[src/rtl/filtro_defs.sv]
// ============================================================================
//  Module   : filtro_defs (package)
//  Purpose  : Shared FILTRO constants: data width and source-select codes
//             used by the source-select mux and the write-back sequencer.
//  Revision : 1.0 - initial release
// ============================================================================
`default_nettype none

package filtro_defs;

    localparam int CANT_BITS_DEFAULT = 25;
    localparam int N_OUT_REGS        = 6;

    localparam logic [3:0] SEL_U    = 4'b0000;
    localparam logic [3:0] SEL_A    = 4'b0001;
    localparam logic [3:0] SEL_B    = 4'b0010;
    localparam logic [3:0] SEL_C    = 4'b0101;
    localparam logic [3:0] SEL_D    = 4'b0110;
    localparam logic [3:0] SEL_E    = 4'b0111;
    // Unused code: the source-select mux outputs zero for it.
    localparam logic [3:0] SEL_NONE = 4'b1111;

endpackage

`default_nettype wire

[src/rtl/demux_out_seq_if.sv]
// ============================================================================
//  Module   : demux_out_seq_if
//  Purpose  : Bundle between the FILTRO datapath and the write-back sequencer.
//  Revision : 1.0 - initial release
// ============================================================================
`default_nettype none

interface demux_out_seq_if
    import filtro_defs::*;
#(
    parameter int CANT_BITS = CANT_BITS_DEFAULT
);
    logic                        start;
    logic signed [CANT_BITS-1:0] res;
    logic        [3:0]           selec;
    logic signed [CANT_BITS-1:0] a;
    logic signed [CANT_BITS-1:0] b;
    logic signed [CANT_BITS-1:0] c;
    logic signed [CANT_BITS-1:0] d;
    logic signed [CANT_BITS-1:0] e;
    logic signed [CANT_BITS-1:0] y;
    logic                        busy;
    logic                        done;

    // Datapath side: issues sample ticks and supplies the arithmetic result.
    modport master (
        output start, res,
        input  selec, a, b, c, d, e, y, busy, done
    );

    // Sequencer side.
    modport slave (
        input  start, res,
        output selec, a, b, c, d, e, y, busy, done
    );

endinterface

`default_nettype wire

[src/rtl/reg_bank_out.sv]
// ============================================================================
//  Module   : reg_bank_out
//  Purpose  : Bank of N_REGS data registers with synchronous clear, written
//             from one shared data word under a one-hot write enable.
//  Revision : 1.0 - initial release
// ============================================================================
`default_nettype none

module reg_bank_out
    import filtro_defs::*;
#(
    parameter int WIDTH  = CANT_BITS_DEFAULT,
    parameter int N_REGS = N_OUT_REGS
) (
    input  wire logic                          clk,
    input  wire logic                          rst,
    input  wire logic [N_REGS-1:0]             i_we,
    input  wire logic [WIDTH-1:0]              i_data,
    output logic      [N_REGS-1:0][WIDTH-1:0]  o_q
);

    generate
        for (genvar i = 0; i < N_REGS; i++) begin : g_reg
            logic [WIDTH-1:0] r_q;

            always_ff @(posedge clk) begin
                if (rst) begin
                    r_q <= '0;
                end else if (i_we[i]) begin
                    r_q <= i_data;
                end
            end

            assign o_q[i] = r_q;
        end
    endgenerate

endmodule

`default_nettype wire

[src/rtl/demux_out_seq.sv]
// ============================================================================
//  Module   : demux_out_seq
//  Purpose  : FILTRO write-back sequencer. Steps the input selector through
//             the six source codes and captures res into the matching register.
//  Revision : 1.0 - initial release
// ============================================================================
`default_nettype none

module demux_out_seq
    import filtro_defs::*;
#(
    parameter int CANT_BITS = CANT_BITS_DEFAULT
) (
    input  wire logic        clk,
    input  wire logic        reset,
    demux_out_seq_if.slave   bus
);

    localparam logic [2:0] ST_IDLE = 3'd0;
    localparam logic [2:0] ST_U    = 3'd1;
    localparam logic [2:0] ST_A    = 3'd2;
    localparam logic [2:0] ST_B    = 3'd3;
    localparam logic [2:0] ST_C    = 3'd4;
    localparam logic [2:0] ST_D    = 3'd5;
    localparam logic [2:0] ST_E    = 3'd6;
    localparam logic [2:0] ST_FIN  = 3'd7;

    logic [2:0]                          r_state;
    logic [2:0]                          w_state_nxt;
    logic [3:0]                          r_selec;
    logic [3:0]                          w_selec_nxt;
    logic [N_OUT_REGS-1:0]               w_we;
    logic [N_OUT_REGS-1:0][CANT_BITS-1:0] w_q;

    // Start is only looked at in IDLE, so ticks during a sequence are dropped.
    always_comb begin
        w_state_nxt = r_state;
        case (r_state)
            ST_IDLE: if (bus.start) w_state_nxt = ST_U;
            ST_U:    w_state_nxt = ST_A;
            ST_A:    w_state_nxt = ST_B;
            ST_B:    w_state_nxt = ST_C;
            ST_C:    w_state_nxt = ST_D;
            ST_D:    w_state_nxt = ST_E;
            ST_E:    w_state_nxt = ST_FIN;
            default: w_state_nxt = ST_IDLE;
        endcase
    end

    // selec is registered alongside the state so it is glitch-free at the mux.
    always_comb begin
        w_selec_nxt = SEL_NONE;
        case (w_state_nxt)
            ST_U:    w_selec_nxt = SEL_U;
            ST_A:    w_selec_nxt = SEL_A;
            ST_B:    w_selec_nxt = SEL_B;
            ST_C:    w_selec_nxt = SEL_C;
            ST_D:    w_selec_nxt = SEL_D;
            ST_E:    w_selec_nxt = SEL_E;
            default: w_selec_nxt = SEL_NONE;
        endcase
    end

    // res belongs to the current step, so it is written at the edge leaving it.
    always_comb begin
        w_we = '0;
        case (r_state)
            ST_U:    w_we = 6'b000001;
            ST_A:    w_we = 6'b000010;
            ST_B:    w_we = 6'b000100;
            ST_C:    w_we = 6'b001000;
            ST_D:    w_we = 6'b010000;
            ST_E:    w_we = 6'b100000;
            default: w_we = '0;
        endcase
    end

    always_ff @(posedge clk) begin
        if (reset) begin
            r_state <= ST_IDLE;
            r_selec <= SEL_NONE;
        end else begin
            r_state <= w_state_nxt;
            r_selec <= w_selec_nxt;
        end
    end

    reg_bank_out #(
        .WIDTH  (CANT_BITS),
        .N_REGS (N_OUT_REGS)
    ) u_bank (
        .clk    (clk),
        .rst    (reset),
        .i_we   (w_we),
        .i_data (bus.res),
        .o_q    (w_q)
    );

    assign bus.selec = r_selec;
    assign bus.a     = w_q[0];
    assign bus.b     = w_q[1];
    assign bus.c     = w_q[2];
    assign bus.d     = w_q[3];
    assign bus.e     = w_q[4];
    assign bus.y     = w_q[5];
    assign bus.busy  = (r_state != ST_IDLE);
    assign bus.done  = (r_state == ST_FIN);

endmodule

`default_nettype wire

[src/flat_wrapper.sv]
// flat-port wrapper written by rule: the top's interface ports become plain ports
module demux_out_seq_flat import filtro_defs::*;
#(
    parameter int CANT_BITS = CANT_BITS_DEFAULT
)
  (clk, reset, bus_start, bus_res, bus_selec, bus_a, bus_b, bus_c, bus_d, bus_e, bus_y, bus_busy, bus_done);
  demux_out_seq_if #(.CANT_BITS(CANT_BITS)) bus_i ();
  input  wire logic clk;
  input  wire logic reset;
  input wire logic [$bits(bus_i.start)-1:0] bus_start;
  input wire logic [$bits(bus_i.res)-1:0] bus_res;
  output wire logic [$bits(bus_i.selec)-1:0] bus_selec;
  output wire logic [$bits(bus_i.a)-1:0] bus_a;
  output wire logic [$bits(bus_i.b)-1:0] bus_b;
  output wire logic [$bits(bus_i.c)-1:0] bus_c;
  output wire logic [$bits(bus_i.d)-1:0] bus_d;
  output wire logic [$bits(bus_i.e)-1:0] bus_e;
  output wire logic [$bits(bus_i.y)-1:0] bus_y;
  output wire logic [$bits(bus_i.busy)-1:0] bus_busy;
  output wire logic [$bits(bus_i.done)-1:0] bus_done;
  assign bus_i.start = bus_start;
  assign bus_i.res = bus_res;
  assign bus_selec = bus_i.selec;
  assign bus_a = bus_i.a;
  assign bus_b = bus_i.b;
  assign bus_c = bus_i.c;
  assign bus_d = bus_i.d;
  assign bus_e = bus_i.e;
  assign bus_y = bus_i.y;
  assign bus_busy = bus_i.busy;
  assign bus_done = bus_i.done;
  demux_out_seq #(.CANT_BITS(CANT_BITS)) u_core (.clk(clk), .reset(reset), .bus(bus_i));
endmodule
[config.mk]
export PLATFORM = sky130hd
export DESIGN_NAME = demux_out_seq_flat
export DESIGN_NICKNAME = d
export VERILOG_FILES = /design/src/rtl/filtro_defs.sv /design/src/rtl/demux_out_seq_if.sv /design/src/rtl/reg_bank_out.sv /design/src/rtl/demux_out_seq.sv /design/src/flat_wrapper.sv
export SDC_FILE = /design/constraint.sdc
export NUM_CORES = 1
export LEC_CHECK = 0
export CORE_ASPECT_RATIO = 1.4
export CORE_UTILIZATION = 62
export CTS_BUF_LIST = sky130_fd_sc_hd__clkbuf_4 sky130_fd_sc_hd__clkbuf_8 sky130_fd_sc_hd__clkbuf_16
export CTS_CLUSTER_SIZE = 10
export DETAILED_ROUTE_END_ITERATION = 12
export DONT_BUFFER_PORTS = 1
export PLACE_DENSITY = 0.8
export SLEW_MARGIN = 20
export SYNTH_ARGS = -nofsm -noshare
export SYNTH_HDL_FRONTEND = slang
export SYNTH_SLANG_ARGS = --single-unit
[constraint.sdc]
create_clock -name clk -period 1.5 [get_ports clk]
set_input_delay 0.45 -clock clk [delete_from_list [all_inputs] [get_ports clk]]
set_output_delay 0.45 -clock clk [all_outputs]
set_load 0.005 [all_outputs]
### Word level (Yosys, flattened, before mapping)

Cells that the tools add are included.

| word-level totals | value |
|---|---|
| input bits | 28 |
| register bits | 157 |
| word-level logic and storage cells | 27 |

| cells by class | value |
|---|---|
| reduce and logical (&&, ||, !) cells | 2 |
| multiplexer cells | 4 |
| equal/unequal tests | 13 |

Operators with widths:

| operator | number |
|---|---|
| $pmux W6 S6 | 1 |
| $pmux W4 S6 | 1 |
| $eq A3 B3 Y1 const B | 7 |
| $pmux W3 S7 | 1 |
| $eq A3 B2 Y1 const B | 4 |
| $eq A3 B1 Y1 const B | 2 |
| $logic_not A3 Y1 | 1 |
| $mux W3 | 1 |
| $reduce_bool A3 Y1 | 1 |

### Depth between registers and ports, before layout

Gate-level depths: netlist of the first run.

| depth | value |
|---|---|
| depth in word-level cells | 4 |
| depth in mapped cells | 6 |
| mapped depth without buffers | 4 |

### Modules after synthesis

A second synthesis of the first run with hierarchy kept.

| unflattened totals | value |
|---|---|
| cells, all modules | 519 |
| area, all modules | 5815.6 um^2 |

By module, submodules not included:

| module | cells each | area an instance (um^2) | instances |
|---|---|---|---|
| reg_bank_out | 485 | 5501.5 | 1 |
| demux_out_seq | 34 | 314.1 | 1 |

### Worst setup path before layout of the first run

Ideal clock, no wire load.

| path | value |
|---|---|
| path type | register to output |
| start | register u_core.r_state[1] |
| end | output bus_busy |
| setup slack | 0.099 ns |
| path buffers | 2 |
| cell stages (with the launch flop) | 4 |
| data required time | 1.050 ns |
| arrival | 0.951 ns |
| path through | dfxtp_1 -> buf_6 -> buf_2 -> or3_1 |

| between the ends | value |
|---|---|
| cells in the longest elaborated chain, start to end | 1 |

Ends and longest elaborated chain:

| item | RTL line | source |
|---|---|---|
| start: declaration | demux_out_seq.sv:28 | `logic [2:0] r_state;` |
| start signal: assignment | demux_out_seq.sv:83 | `r_state <= w_state_nxt;` |
| $reduce_bool A3 Y1 | demux_out_seq.sv:106 | `assign bus.busy = (r_state != ST_IDLE);` |
| end: declaration | flat_wrapper.sv:19 | `output wire logic [$bits(bus_i.busy)-1:0] bus_busy;` |

No other way between the ends.

### Worst setup path after layout of the first run

| path | value |
|---|---|
| start | register u_core.r_state[2] |
| end | output bus_busy |

The elaborated chain is that of the path after synthesis.

==> results of run 1 <==
[worst min-delay path by stage]
stage                                                  endpoint  slack, ns  cells past startpoint
global route        u_core.u_bank.g_reg[1].r_q[24]$_SDFFE_PP0P_       0.08                      1
CTS                 u_core.u_bank.g_reg[1].r_q[24]$_SDFFE_PP0P_       0.09                      1
detailed placement  u_core.u_bank.g_reg[5].r_q[23]$_SDFFE_PP0P_       0.46                      2
finish               u_core.u_bank.g_reg[2].r_q[0]$_SDFFE_PP0P_       0.11                      1
global placement    u_core.u_bank.g_reg[5].r_q[22]$_SDFFE_PP0P_       0.45                      2
floorplan            u_core.u_bank.g_reg[0].r_q[0]$_SDFFE_PP0P_       0.45                      2
[Yosys cell counts]
cell type	count	area (µm²)
o31ai_1	1	7.510
and3b_1	3	26.28
nand2_1	304	1141
buf_6	12	135.1
nand3b_2	2	22.52
and3_1	1	6.260
a21oi_1	146	730.7
nor3_1	2	10.01
nand2b_1	1	6.260
buf_4	1	7.510
dfxtp_1	157	3143
nand3b_1	1	7.510
inv_1	1	3.750
buf_2	21	105.1
xnor2_1	1	8.760
nor2_1	3	11.26
or3_1	1	6.260
nand3_1	2	10.01
ha_1	1	12.51
or3b_1	3	26.28
a21oi_2	6	52.55
nor3b_4	3	56.30
buf_8	1	15.01
clkbuf_1	17	63.81
[state kept, by name (all words and copies together) (netlist names)]
register / cells
u_core.bus.selec: 4
u_core.u_bank.g.r_q: 150
u_core.r_state: 3
[cells in the final DEF, fill, tap and decap left out, types with 2 or more instances in the layout]
cell type	count
a21oi_2	6
buf_4	15
nor3b_4	3
a21oi_1	146
dfxtp_1	154
buf_6	7
clkinvlp_4	2
and3b_1	3
or3b_4	2
dfxtp_2	2
nand3_1	2
clkinv_4	2
nor2_1	3
clkbuf_16	18
buf_12	9
nand2_1	304
nor3_1	2
clkinv_2	6
bufinv_16	2
[power by group]
part / leakage (nW) / switching, mW / internal (mW)
clock: 0.282 / 1.64 / 2.49
combinational: 0.681 / 0.369 / 0.302
sequential: 1.27 / 0.136 / 4.34
total: 2.24 / 2.15 / 7.13
[metal layers]
layer	wire, µm	vias to the layer above	GRT usage [%]
li1	-	2217	-
met1	5307	2247	33.57
met2	8067	237	55.98
met3	1621	36	12.43
met4	496	0	17.19
met5	0	-	0
[logic make-up (layout without fill, tap and decap cells)]
| kind of cell | after synthesis | count (layout) |
|---|---|---|
| XOR/XNOR | 1 | 1 |
| adder cells (fa/ha/maj) | 1 | 1 |
| AND/OR/NAND/NOR | 326 | 326 |
| flip-flops | 157 | 157 |
| AO/OA/AOI/OAI | 153 | 153 |
| buffers and inverters | 53 | 64 |
[through the flow]
step / total power [mW] / util (%) / instance area (µm²) / cells / setup WS (ns)
floorplan: 5.026 / - / 5615 / 691 / 0.09870
global placement: 5.098 / 65.55 / 5708 / 769 / 0.1267
detailed placement: 5.130 / 65.55 / 5708 / 769 / 0.08733
CTS: 9.233 / 72.99 / 6356 / 805 / -0.2082
global route: 9.519 / 73.74 / 6421 / 807 / -0.2156
finish: 9.273 / 73.74 / 6421 / 807 / -0.1867
[cell type report]
cell class | count | area [µm²]
timing repair buffer | 32 | 396.6
inverter | 1 | 3.754
fill | 625 | 2287
clock buffer | 19 | 446.7
sequential | 157 | 3149
tap | 105 | 131.4
multi-input combinational | 481 | 2171
clock inverter | 12 | 122.6
[repair_timing]
item / 4_1_cts / 5_1_grt
gates resized for setup: 12 / 8
setup endpoints to repair: 2 / 56
pin swaps: 2 / 1
setup buffers: 5 / 1
cloned: 0 / 1
[worst max-delay path, stage by stage, from the launching register on]
cell,delay [ns]
dfxtp_4,0.34
buf_4,0.15
or3_4,0.33
==> impl_metrics.tcl, run 1 <==
set metrics [dict create \
    status "finished, violations left" \
    violations "setup timing" \
    drt_wl_total_mm 15.49 \
    synthAdderAreaFrac_pct 0.2228 \
    synth_area_um2 5615 \
    slew_headroom_pct 75.37 \
    hp-start "reset" \
    setup_violations 5 \
    worst-r2r-setup-slack_ns -0.01 \
    layout_worst_path_cycle_share_pct 112.4 \
    powerDensity_nw_per_um2 1444 \
    rr_startpoint "u_core.r_state[0]$_SDFF_PP0_" \
    p_leak_nw 2.235 \
    fp.dieH_um 114.6 \
    cp.required_ns 1.05 \
    die-area_um2 9447 \
    setup_ws_ns -0.1867 \
    worst-r2r-cell-count 6 \
    arrival_ns 1.24 \
    worstSetupPathType "flop to output port" \
    ctsHoldBuffers 0 \
    cap_violations 0 \
    vias 4737 \
    num_antenna_cells 0 \
    cts.clk_slew.worst_paths_ns 0.06 \
    synth_compound_area_share_pct 14.08 \
    firstDrtPassIters 5 \
    fp-row-count 40 \
    htreeDepth 4 \
    yosys_warnings 0 \
    rsz0062_at_grt "true" \
    yosysUniqueCellTypes 24 \
    hp-class "primary input to flop" \
    finalClockSkew_ns 0.009599 \
    synth_top_family_by_area "simple AND/OR/NAND/NOR gates" \
    cts_tree "yes" \
    ant_nets 0 \
    clock.fmax_mhz 592.9 \
    die_w_um 82.43 \
    vias_per_cell 5.870 \
    synthXorXnorAreaFrac_pct 0.1560 \
    initial_core_util_pct 64.48 \
    crit_path_max_fanout 7 \
    whs_ns 0.1096 \
    grt_first_pass_wirelength_mm 22.83 \
    place_hpwl_mm 10.01 \
    finalNetCount 719 \
    drive_gt1_share_pct 11.68 \
    drt-wirelength-per-cell_um 19.20 \
    critPathLaunch "u_core.r_state[2]$_SDFF_PP0_" \
    port_buffers 0 \
    start_kind "flop" \
    gr-total-overflow 0 \
    synth-simple-area-share_pct 23.69 \
    syn_area_per_cell_um2 8.126 \
    fin_setup_tns_ns -0.2724 \
    synthCells 691 \
    clk_path_buf_depth 2 \
    core_area_um2 8708 \
    grt_max_degree 157 \
    antenna_found_initial 0 \
    fin_crit_ns 1.687 \
    final_max_slew_viol_count 0 \
    synthMuxAreaShare_pct 0 \
    cts_buffers 17 \
    gp_congestion 0.8302 \
    hold_viol_final 0 \
    num_io_pins 184 \
    peakVddDrop_uv 1198 \
    grt_pass1_vias 4583 \
    critPathCaptureType "output port" \
    clock_latency_ns 0.42 \
    cts.sinks 157 \
    cts-root-buf "clkbuf_16" \
    drt_iter0_drc 269 \
    synth_fp_nets 720 \
    drc 0 \
    synth_seq_cells 157 \
    regToRegEndpoint "u_core.u_bank.g_reg[1].r_q[13]$_SDFFE_PP0P_" \
    cp-endpoint "bus_busy" \
    yosysSeqAreaShare_pct 55.97 \
    area_growth_pct 14.35 \
    track_usage_pct 32.65 \
    worst_slew_pin_slew_ns 0.3672 \
]
Note: power is estimated with default switching activity, not from simulation.
==> run 2, diff against run 1 <==
- TNS_END_PERCENT: unset -> 5
==> run 2 against run 1 <==
The flow still finishes with violations (setup timing). Core utilization is 0.56 points lower. Sequential share of layout area is 0.38 points higher. Register-to-register slack barely moved. Clock power about the same. Power shrank 0.29%. Highest routed layer unchanged.
==> impl_metrics.tcl, run 2 (synthesis results as in run 1) <==
set metrics [dict create \
    crit_path_max_fanout 7 \
    num_antenna_cells 0 \
    final_common_cell "nand2_1" \
    grt_first_pass_wirelength_mm 22.83 \
    vias 4712 \
    worstSetupPathType "flop to output port" \
    finalClockSkew_ns 0.008883 \
    cp_num_buf_inv 1 \
    drc 0 \
    hp-class "primary input to flop" \
    place_hpwl_mm 10.01 \
    p_leak_nw 2.211 \
    cp_cell_sequence "buf_4 -> or3_4" \
    clk_path_buf_depth 2 \
    peakVddDrop_uv 1203 \
    cts.sinks 157 \
    worst_slew_pin_slew_ns 0.3514 \
    cts-root-buf "clkbuf_16" \
    hold_viol_final 0 \
    vias_per_cell 5.853 \
    setup_ws_ns -0.1899 \
    firstDrtPassIters 5 \
    dp.cells 769 \
    port_buffers 0 \
    cp.required_ns 1.05 \
    status "finished, violations left" \
    setup_violations 5 \
    drt_iter0_drc 235 \
    cts_tree "yes" \
    ant_nets 0 \
    rsz0062_at_grt "true" \
    die-area_um2 9447 \
    layout_worst_path_cycle_share_pct 112.7 \
    violations "setup timing" \
    num_io_pins 184 \
    arrival_ns 1.24 \
    grt_max_degree 157 \
    cts.clk_slew.worst_paths_ns 0.06 \
    core_area_um2 8708 \
    initial_core_util_pct 64.48 \
    drive_gt1_share_pct 11.43 \
    gp_congestion 0.8302 \
    largest_register_ffs 150 \
    fillCellCount 632 \
    critPathCaptureType "output port" \
    fp-row-count 40 \
    die_w_um 82.43 \
    track_usage_pct 32.65 \
    fin_util_pct 73.18 \
    cap_violations 0 \
    final_max_slew_viol_count 0 \
    finalNetCount 717 \
    cts_buffers 17 \
    fp.dieH_um 114.6 \
    slew_headroom_pct 76.43 \
    regMostFlops "u_core.u_bank.g.r_q" \
    fin_setup_tns_ns -0.2738 \
    fin_cells 805 \
    clock_latency_ns 0.42 \
    antenna_found_initial 0 \
    worst-r2r-cell-count 6 \
    drt-wirelength-per-cell_um 19.07 \
    place_ws_ns 0.08733 \
    htreeDepth 4 \
    grt_pass1_vias 4583 \
    slowest_delay_ns 0.34 \
    gr-total-overflow 0 \
    drt_wl_total_mm 15.35 \
    area_growth_pct 13.48 \
    start_kind "flop" \
    cp_top_family "flip-flops" \
    clock.fmax_mhz 591.8 \
    slowest_stage "dfxtp_4" \
    cp.depth 2 \
    powerDensity_nw_per_um2 1451 \
    hold_depth 1 \
    fin_crit_ns 1.690 \
    final_cell_mix "nand2_1, dfxtp_1, a21oi_1" \
]
==> run 2: changes by cell type in the layout (fill, tap and decap cells not counted) <==
cell | previous run | this run
buf_4 | 15 | 17
buf_6 | 7 | 4
buf_8 | 0 | 1
buf_12 | 9 | 8
clkbuf_16 | 18 | 17
==> run 2: path summary, 6_finish.rpt <==
check	from	to	slack (ns)
max	u_core.r_state[2]$_SDFF_PP0_	bus_busy	-0.19
max reg2reg	u_core.r_state[2]$_SDFF_PP0_	u_core.u_bank.g_reg[0].r_q[0]$_SDFFE_PP0P_	0
min reg2reg	u_core.u_bank.g_reg[5].r_q[23]$_SDFFE_PP0P_	u_core.u_bank.g_reg[5].r_q[23]$_SDFFE_PP0P_	0.47
min	reset	u_core.u_bank.g_reg[1].r_q[24]$_SDFFE_PP0P_	0.09
==> run 2: layout make-up <==
cell class | count | area (µm²) | area share [%]
flip-flops and latches | 157 | 3149 | 49.42
well taps | 105 | 131.4 | 2.062
repair buffers | 30 | 347.8 | 5.458
clock inverters | 12 | 122.6 | 1.924
clock buffers | 19 | 446.7 | 7.010
multi-input cells | 481 | 2171 | 34.07
inverters | 1 | 3.754 | 0.05890
==> run 2: metal layers <==
metal  track usage (%)  vias up  routed length (µm)  part of all wire, %
met5                 0        -                   0                    0
met4             17.19        0                 441                  2.9
li1                  -     2211                   -                    -
met2             55.98      234                7956                   52
met1             33.57     2232                5390                   35
met3             12.43       35                1563                   10
==> run 2: power by group <==
part,internal (mW),switching [mW],total (mW)
clock network,2.49,1.65,4.14
logic,0.277,0.359,0.637
registers,4.34,0.136,4.47
==> run 2: worst register-to-register path, stage by stage (launching register included) <==
cell and delay, ns:
dfxtp_4 0.34, buf_4 0.14, buf_4 0.16, or3b_4 0.43, buf_8 0.17, nand2_1 0.07, a21oi_1 0.07
==> run 2: per-stage QoR <==
| stage | hold WS, ns | cell area (µm²) | power [mW] |
|---|---|---|---|
| floorplan | 0.4527 | 5615 | 5.026 |
| global placement | 0.4536 | 5708 | 5.098 |
| finish | 0.08795 | 6372 | 9.246 |
| global route | 0.08105 | 6372 | 9.487 |
| CTS | 0.08951 | 6356 | 9.233 |
| detailed placement | 0.4597 | 5708 | 5.130 |
==> run 2: timing repair <==
action	CTS	global route
buffers inserted	5	0
endpoints found under the setup margin	2	56
hold buffers	0	0
pin swaps	2	1
resized for setup	12	4
